### src/rtl/waveform_pkg.sv
// Shared definitions for the waveform sequencer: pattern codes, FSM encoding
// and the default dwell counter width.
package waveform_pkg;

   localparam logic [1:0] PAT_0 = 2'b00;
   localparam logic [1:0] PAT_1 = 2'b01;
   localparam logic [1:0] PAT_2 = 2'b10;
   localparam logic [1:0] PAT_3 = 2'b11;

   localparam int DW_DEFAULT = 8;

   typedef enum logic [1:0] {
      ST_IDLE = 2'd0,
      ST_RUN  = 2'd1,
      ST_DONE = 2'd2
   } state_t;

endpackage

### src/rtl/waveform_seq_table.sv
// Step table for the sequencer: DEPTH entries of {pattern, dwell},
// synchronous write, combinational read, cleared by reset.
module waveform_seq_table import waveform_pkg::*; #(
   parameter int DEPTH = 4,
   parameter int AW    = 2,
   parameter int DW    = DW_DEFAULT
) (
   input  logic          clk,
   input  logic          rst,
   input  logic          we,
   input  logic [AW-1:0] wr_addr,
   input  logic [1:0]    wr_pattern,
   input  logic [DW-1:0] wr_dwell,
   input  logic [AW-1:0] rd_addr,
   output logic [1:0]    rd_pattern,
   output logic [DW-1:0] rd_dwell
);

   logic [1:0]    pattern_q [DEPTH];
   logic [DW-1:0] dwell_q   [DEPTH];

   always_ff @(posedge clk) begin
      if (rst) begin
         for (int i = 0; i < DEPTH; i++) begin
            pattern_q[i] <= PAT_0;
            dwell_q[i]   <= '0;
         end
      end else if (we) begin
         pattern_q[wr_addr] <= wr_pattern;
         dwell_q[wr_addr]   <= wr_dwell;
      end
   end

   assign rd_pattern = pattern_q[rd_addr];
   assign rd_dwell   = dwell_q[rd_addr];

endmodule

### src/rtl/waveform_seq_ctrl.sv
// Plays a programmable {pattern, dwell} table out on waveform_gen's en/pattern
// inputs, one-shot or looping, with start/stop control.
module waveform_seq_ctrl import waveform_pkg::*; #(
   parameter int DEPTH = 4,
   parameter int AW    = 2,
   parameter int DW    = DW_DEFAULT
) (
   input  logic          clk,
   input  logic          rst,
   input  logic          cfg_we,
   input  logic [AW-1:0] cfg_addr,
   input  logic [1:0]    cfg_pattern,
   input  logic [DW-1:0] cfg_dwell,
   input  logic [AW:0]   cfg_len,
   input  logic          loop,
   input  logic          start,
   input  logic          stop,
   output logic          gen_en,
   output logic [1:0]    gen_pattern,
   output logic [AW-1:0] step_idx,
   output logic          busy,
   output logic          done
);

   localparam logic [AW:0] DEPTH_L = (AW+1)'(DEPTH);

   state_t        state_q, state_d;
   logic [AW:0]   len_q, len_d;
   logic          loop_q, loop_d;
   logic [DW-1:0] cnt_q, cnt_d;
   logic [AW-1:0] idx_q, idx_d;
   logic          gen_en_q, gen_en_d;
   logic [1:0]    pattern_q, pattern_d;
   logic          busy_q, busy_d;
   logic          done_q, done_d;

   logic [AW-1:0] last_idx, next_idx, rd_addr;
   logic [1:0]    rd_pattern;
   logic [DW-1:0] rd_dwell;

   // A dwell of 0 behaves like 1: the counter counts down to zero inclusive.
   function automatic logic [DW-1:0] dwell_load(input logic [DW-1:0] d);
      return (d == '0) ? '0 : d - DW'(1);
   endfunction

   assign last_idx = AW'(len_q - (AW+1)'(1));
   assign next_idx = (idx_q == last_idx) ? '0 : idx_q + AW'(1);
   // In IDLE the read port looks at step 0 so start can load it directly.
   assign rd_addr  = (state_q == ST_RUN) ? next_idx : '0;

   waveform_seq_table #(
      .DEPTH (DEPTH),
      .AW    (AW),
      .DW    (DW)
   ) u_table (
      .clk        (clk),
      .rst        (rst),
      .we         (cfg_we && (state_q == ST_IDLE)),
      .wr_addr    (cfg_addr),
      .wr_pattern (cfg_pattern),
      .wr_dwell   (cfg_dwell),
      .rd_addr    (rd_addr),
      .rd_pattern (rd_pattern),
      .rd_dwell   (rd_dwell)
   );

   always_comb begin
      state_d   = state_q;
      len_d     = len_q;
      loop_d    = loop_q;
      cnt_d     = cnt_q;
      idx_d     = idx_q;
      gen_en_d  = gen_en_q;
      pattern_d = pattern_q;
      busy_d    = busy_q;
      done_d    = 1'b0;
      case (state_q)
         ST_IDLE: begin
            idx_d    = '0;
            gen_en_d = 1'b0;
            busy_d   = 1'b0;
            if (start && (cfg_len != '0)) begin
               state_d   = ST_RUN;
               len_d     = (cfg_len > DEPTH_L) ? DEPTH_L : cfg_len;
               loop_d    = loop;
               cnt_d     = dwell_load(rd_dwell);
               pattern_d = rd_pattern;
               gen_en_d  = 1'b1;
               busy_d    = 1'b1;
            end
         end
         ST_RUN: begin
            if (stop) begin
               state_d  = ST_IDLE;
               idx_d    = '0;
               gen_en_d = 1'b0;
               busy_d   = 1'b0;
            end else if (cnt_q != '0) begin
               cnt_d = cnt_q - DW'(1);
            end else if ((idx_q != last_idx) || loop_q) begin
               idx_d     = next_idx;
               cnt_d     = dwell_load(rd_dwell);
               pattern_d = rd_pattern;
            end else begin
               state_d  = ST_DONE;
               idx_d    = '0;
               gen_en_d = 1'b0;
               busy_d   = 1'b0;
               done_d   = 1'b1;
            end
         end
         ST_DONE: begin
            state_d = ST_IDLE;
         end
         default: begin
            state_d  = ST_IDLE;
            idx_d    = '0;
            gen_en_d = 1'b0;
            busy_d   = 1'b0;
         end
      endcase
   end

   always_ff @(posedge clk) begin
      if (rst) begin
         state_q   <= ST_IDLE;
         len_q     <= '0;
         loop_q    <= 1'b0;
         cnt_q     <= '0;
         idx_q     <= '0;
         gen_en_q  <= 1'b0;
         pattern_q <= PAT_0;
         busy_q    <= 1'b0;
         done_q    <= 1'b0;
      end else begin
         state_q   <= state_d;
         len_q     <= len_d;
         loop_q    <= loop_d;
         cnt_q     <= cnt_d;
         idx_q     <= idx_d;
         gen_en_q  <= gen_en_d;
         pattern_q <= pattern_d;
         busy_q    <= busy_d;
         done_q    <= done_d;
      end
   end

   assign gen_en      = gen_en_q;
   assign gen_pattern = pattern_q;
   assign step_idx    = idx_q;
   assign busy        = busy_q;
   assign done        = done_q;

endmodule

### config.mk
export PLATFORM = sky130hd
export DESIGN_NAME = waveform_seq_ctrl
export DESIGN_NICKNAME = d
export VERILOG_FILES = /design/src/rtl/waveform_pkg.sv /design/src/rtl/waveform_seq_table.sv /design/src/rtl/waveform_seq_ctrl.sv
export SDC_FILE = /design/constraint.sdc
export NUM_CORES = 1
export LEC_CHECK = 0
export ABC_CLOCK_PERIOD_IN_PS = 7650
export CAP_MARGIN = 25
export CORE_ASPECT_RATIO = 1.4
export CORE_MARGIN = 5
export CORE_UTILIZATION = 40
export CTS_CLUSTER_DIAMETER = 50
export DETAILED_ROUTE_END_ITERATION = 8
export PLACE_DENSITY = 0.55
export RECOVER_POWER = 25
export SYNTH_ARGS = -nofsm -noshare
export SYNTH_HDL_FRONTEND = slang
export SYNTH_SLANG_ARGS = --single-unit
### constraint.sdc
create_clock -name clk -period 7.65 [get_ports clk]
set_input_delay 0.765 -clock clk [delete_from_list [all_inputs] [get_ports clk]]
set_output_delay 0.765 -clock clk [all_outputs]
set_load 0.01 [all_outputs]
==> run_results.csv <==
group,metric,value,unit
placed_design,dp_slack,4.12,ns
global_routing,grt_overflow,0,
final_layout,final_common_cell,"and2_1",
sta,setup_ws,4.03,ns
logic_synthesis,yosysTopAreaCell,"edfxtp_1",
global_routing,grt_pass1_vias,2251,
drt,drc,0,
hold_path,hold_depth,2,
global_routing,grt_max_degree,25,
sta,min_period_over_period,47.3,%
drt,vias_per_cell,5.27,
sta,maxSlewViolCount,0,
hold_path,hp-class,"reg -> reg",
final_layout,diodes,0,
logic_synthesis,synth_seq_area_share,50.8,%
final_layout,final_nets,350,
clocking,clkTransAtPathRegs,0.07,ns
die,initial_core_util,40.7,%
drt,totalWireLength,7180,um
worst_setup_path,startpoint_type,"input pin",
sta,relSlewSlack,24.7,%
worst_setup_path,cp-end-kind,"flop",
placed_design,gp_congestion,0.750,
worst_setup_path,cp_max_fo,24,
drt,vias,2267,
worst_setup_path,timing.rr.end,"cnt_q[2]",
die,coreArea,7650,um2
sta,hold_viol,0,
die,dieArea,9670,um2
clocking,cts_hold_buf,0,
hold_path,hold_path_end,"busy",
placed_design,io_buffers,27,
clocking,clk_latency,0.34,ns
logic_synthesis,ys_async_sr_fraction,0,%
sta,max_slew.worst_pin.slew,1.13,ns
final_layout,layout-drive-gt1-share,7.58,%
power,power.density,205,nW/um2
die,pin_count,28,
worst_setup_path,regToRegSetupSlack,4.45,ns
global_routing,grt_pass1_wl,11500,um
sta,totalNegativeSetupSlack,0,ns
worst_setup_path,critPathArrivalTime,3.63,ns
worst_setup_path,cp-startpoint,"rst",
drt,wire_per_inst,16.7,um
clocking,cts_tree,"done",
sta,setup_violations,0,
logic_synthesis,synth.area.top_cells,"edfxtp_1 39%, dfxtp_1 12%, and2_1 8.6%",
drt,firstDrtPassIters,4,
sta,period_minus_slack,3.62,ns
clocking,cts.sinks,59,
clocking,cts_setup_buffers,0,
sta,fin_skew,0.0107,ns
die,rows,38,
logic_synthesis,synth_edf_count,40,
placed_design,dp_hpwl,5330,um
worst_setup_path,r2r_start,"step_idx[1]",
logic_synthesis,syn_avg_cell_area,10.3,um2
drt,drt-initial-drc-count,109,
run,drv_cap,0,
logic_synthesis,synth_flop_cell,"edfxtp_1",
logic_synthesis,yosysTopAreaCellShare,38.6,%
die,die_x,84.6,um
worst_setup_path,cp.required,7.67,ns
logic_synthesis,synth_nets,325,
clocking,cts_made_buffers,9,
logic_synthesis,syn-cell-area,3110,um2
status,status,"completed",
logic_synthesis,synth.distinct_cells,55,
final_layout,mostFrequentLayoutCells,"43 x and2_1, 40 x edfxtp_1, 25 x nor2_1, 22 x clkdlybuf4s50_1",
power,ir_drop,0.000103,V
power,power_leakage,1.28,nW
logic_synthesis,ys_warn_count,0,
die,die-height,114,um
final_layout,syn_to_final_growth,16.0,%
sta,fmax,277,MHz
drt,ant_nets,0,
global_routing,track_usage,15.7,%
logic_synthesis,synthCells,301,
clocking,cts_resized,0,
worst_setup_path,r2r_cells,8,
clocking,h-tree-depth,3,
sta,rsz0062_at_grt,"false",
hold_path,worstHoldStart,"busy",
logic_synthesis,synth-seq-cells,59,
worst_setup_path,path_class,"in -> reg",
global_routing,grt_antenna_before_repair,0,
clocking,clockRootBuffer,"clkbuf_8",
clocking,clockBufferDepth,2,
## cells by family after synthesis
logic type               share of synthesized area, %
XOR/XNOR                                         2.53
multiplexers                                     2.57
flip-flops                                       50.8
AO/OA/AOI/OAI                                    16.7
AND/OR/NAND/NOR                                  22.7
buffers and inverters                            3.50
adder cells (fa/ha/maj)                          1.21
## worst max-delay path by stage
stage	end	slack, ns	depth (start not counted)
after CTS	u_table.dwell_q[1][0]	4.45	5
after global routing	u_table.dwell_q[0][1]	3.72	5
after floorplan	cnt_q[2]	5.08	10
after detailed placement	u_table.dwell_q[1][0]	4.12	5
final	u_table.dwell_q[1][3]	4.03	5
after global placement	u_table.dwell_q[1][3]	4.22	5
## metrics by stage
stage	total power, mW	cells	utilization [%]	hold slack [ns]	cell area, um2
finish	0.741	430	47.2	0.492	3610
global route	0.783	430	47.2	0.533	3610
CTS	0.751	430	47.3	0.496	3620
detailed placement	0.514	415	45.2	0.484	3460
global placement	0.512	415	45.2	0.478	3460
floorplan	0.471	301	-	0.464	3110
## worst max-delay path, cell delays in order
cell and delay, ns:
dlygate4sd3_1 0.53, clkbuf_1 0.46, nor2b_1 0.72, nor3b_1 0.75, or2_2 0.39
## layer usage
metal	global-route usage, %	wire length (um)	up-vias	part of all wire (%)
li1	-	-	1144	-
met1	18.0	3100	1072	43
met2	27.3	3680	37	51
met3	3.17	185	14	2.6
met4	8.34	220	0	3.1
met5	0	0	-	0
## synth_stat cells, types with 4 or more instances
library cell  instances
nor2_1               25
a211oi_1              6
xor2_1                5
clkbuf_1             12
nand2_1               9
and2_1               43
nor3b_1               5
dfxtp_1              19
a21oi_1              19
inv_1                 8
o21ai_0              14
mux2i_1               8
nor3_1                9
or2_2                 4
xnor2_1               4
nand2b_1              6
edfxtp_1             40
nor2b_1               6
## registers in the layout, indices dropped and copies added (netlist names)
| signal | flops |
|---|---|
| len_q | 2 |
| loop_q | 1 |
| done | 1 |
| u_table.dwell_q | 32 |
| gen_pattern | 2 |
| u_table.pattern_q | 8 |
| cnt_q | 8 |
| busy | 1 |
| state_q | 2 |
| step_idx | 2 |
## report_power, final
| group | internal [mW] | total, mW | leakage (nW) | switching, mW |
|---|---|---|---|---|
| sequential | 0.362 | 0.376 | 0.571 | 0.0142 |
| combinational | 0.0575 | 0.129 | 0.625 | 0.0710 |
| clock | 0.113 | 0.236 | 0.0799 | 0.124 |
| total | 0.532 | 0.741 | 1.28 | 0.209 |
## area by class of cell
| cell class | instances | area [um2] |
|---|---|---|
| flip-flops and latches | 59 | 1580 |
| multi-input cells | 217 | 1420 |
| repair buffers | 31 | 293 |
| clock buffers | 9 | 124 |
| well taps | 100 | 125 |
| inverters | 8 | 30.0 |
| fillers | 737 | 4050 |
| clock inverters | 6 | 33.8 |
(Power assumes the default switching activity.)
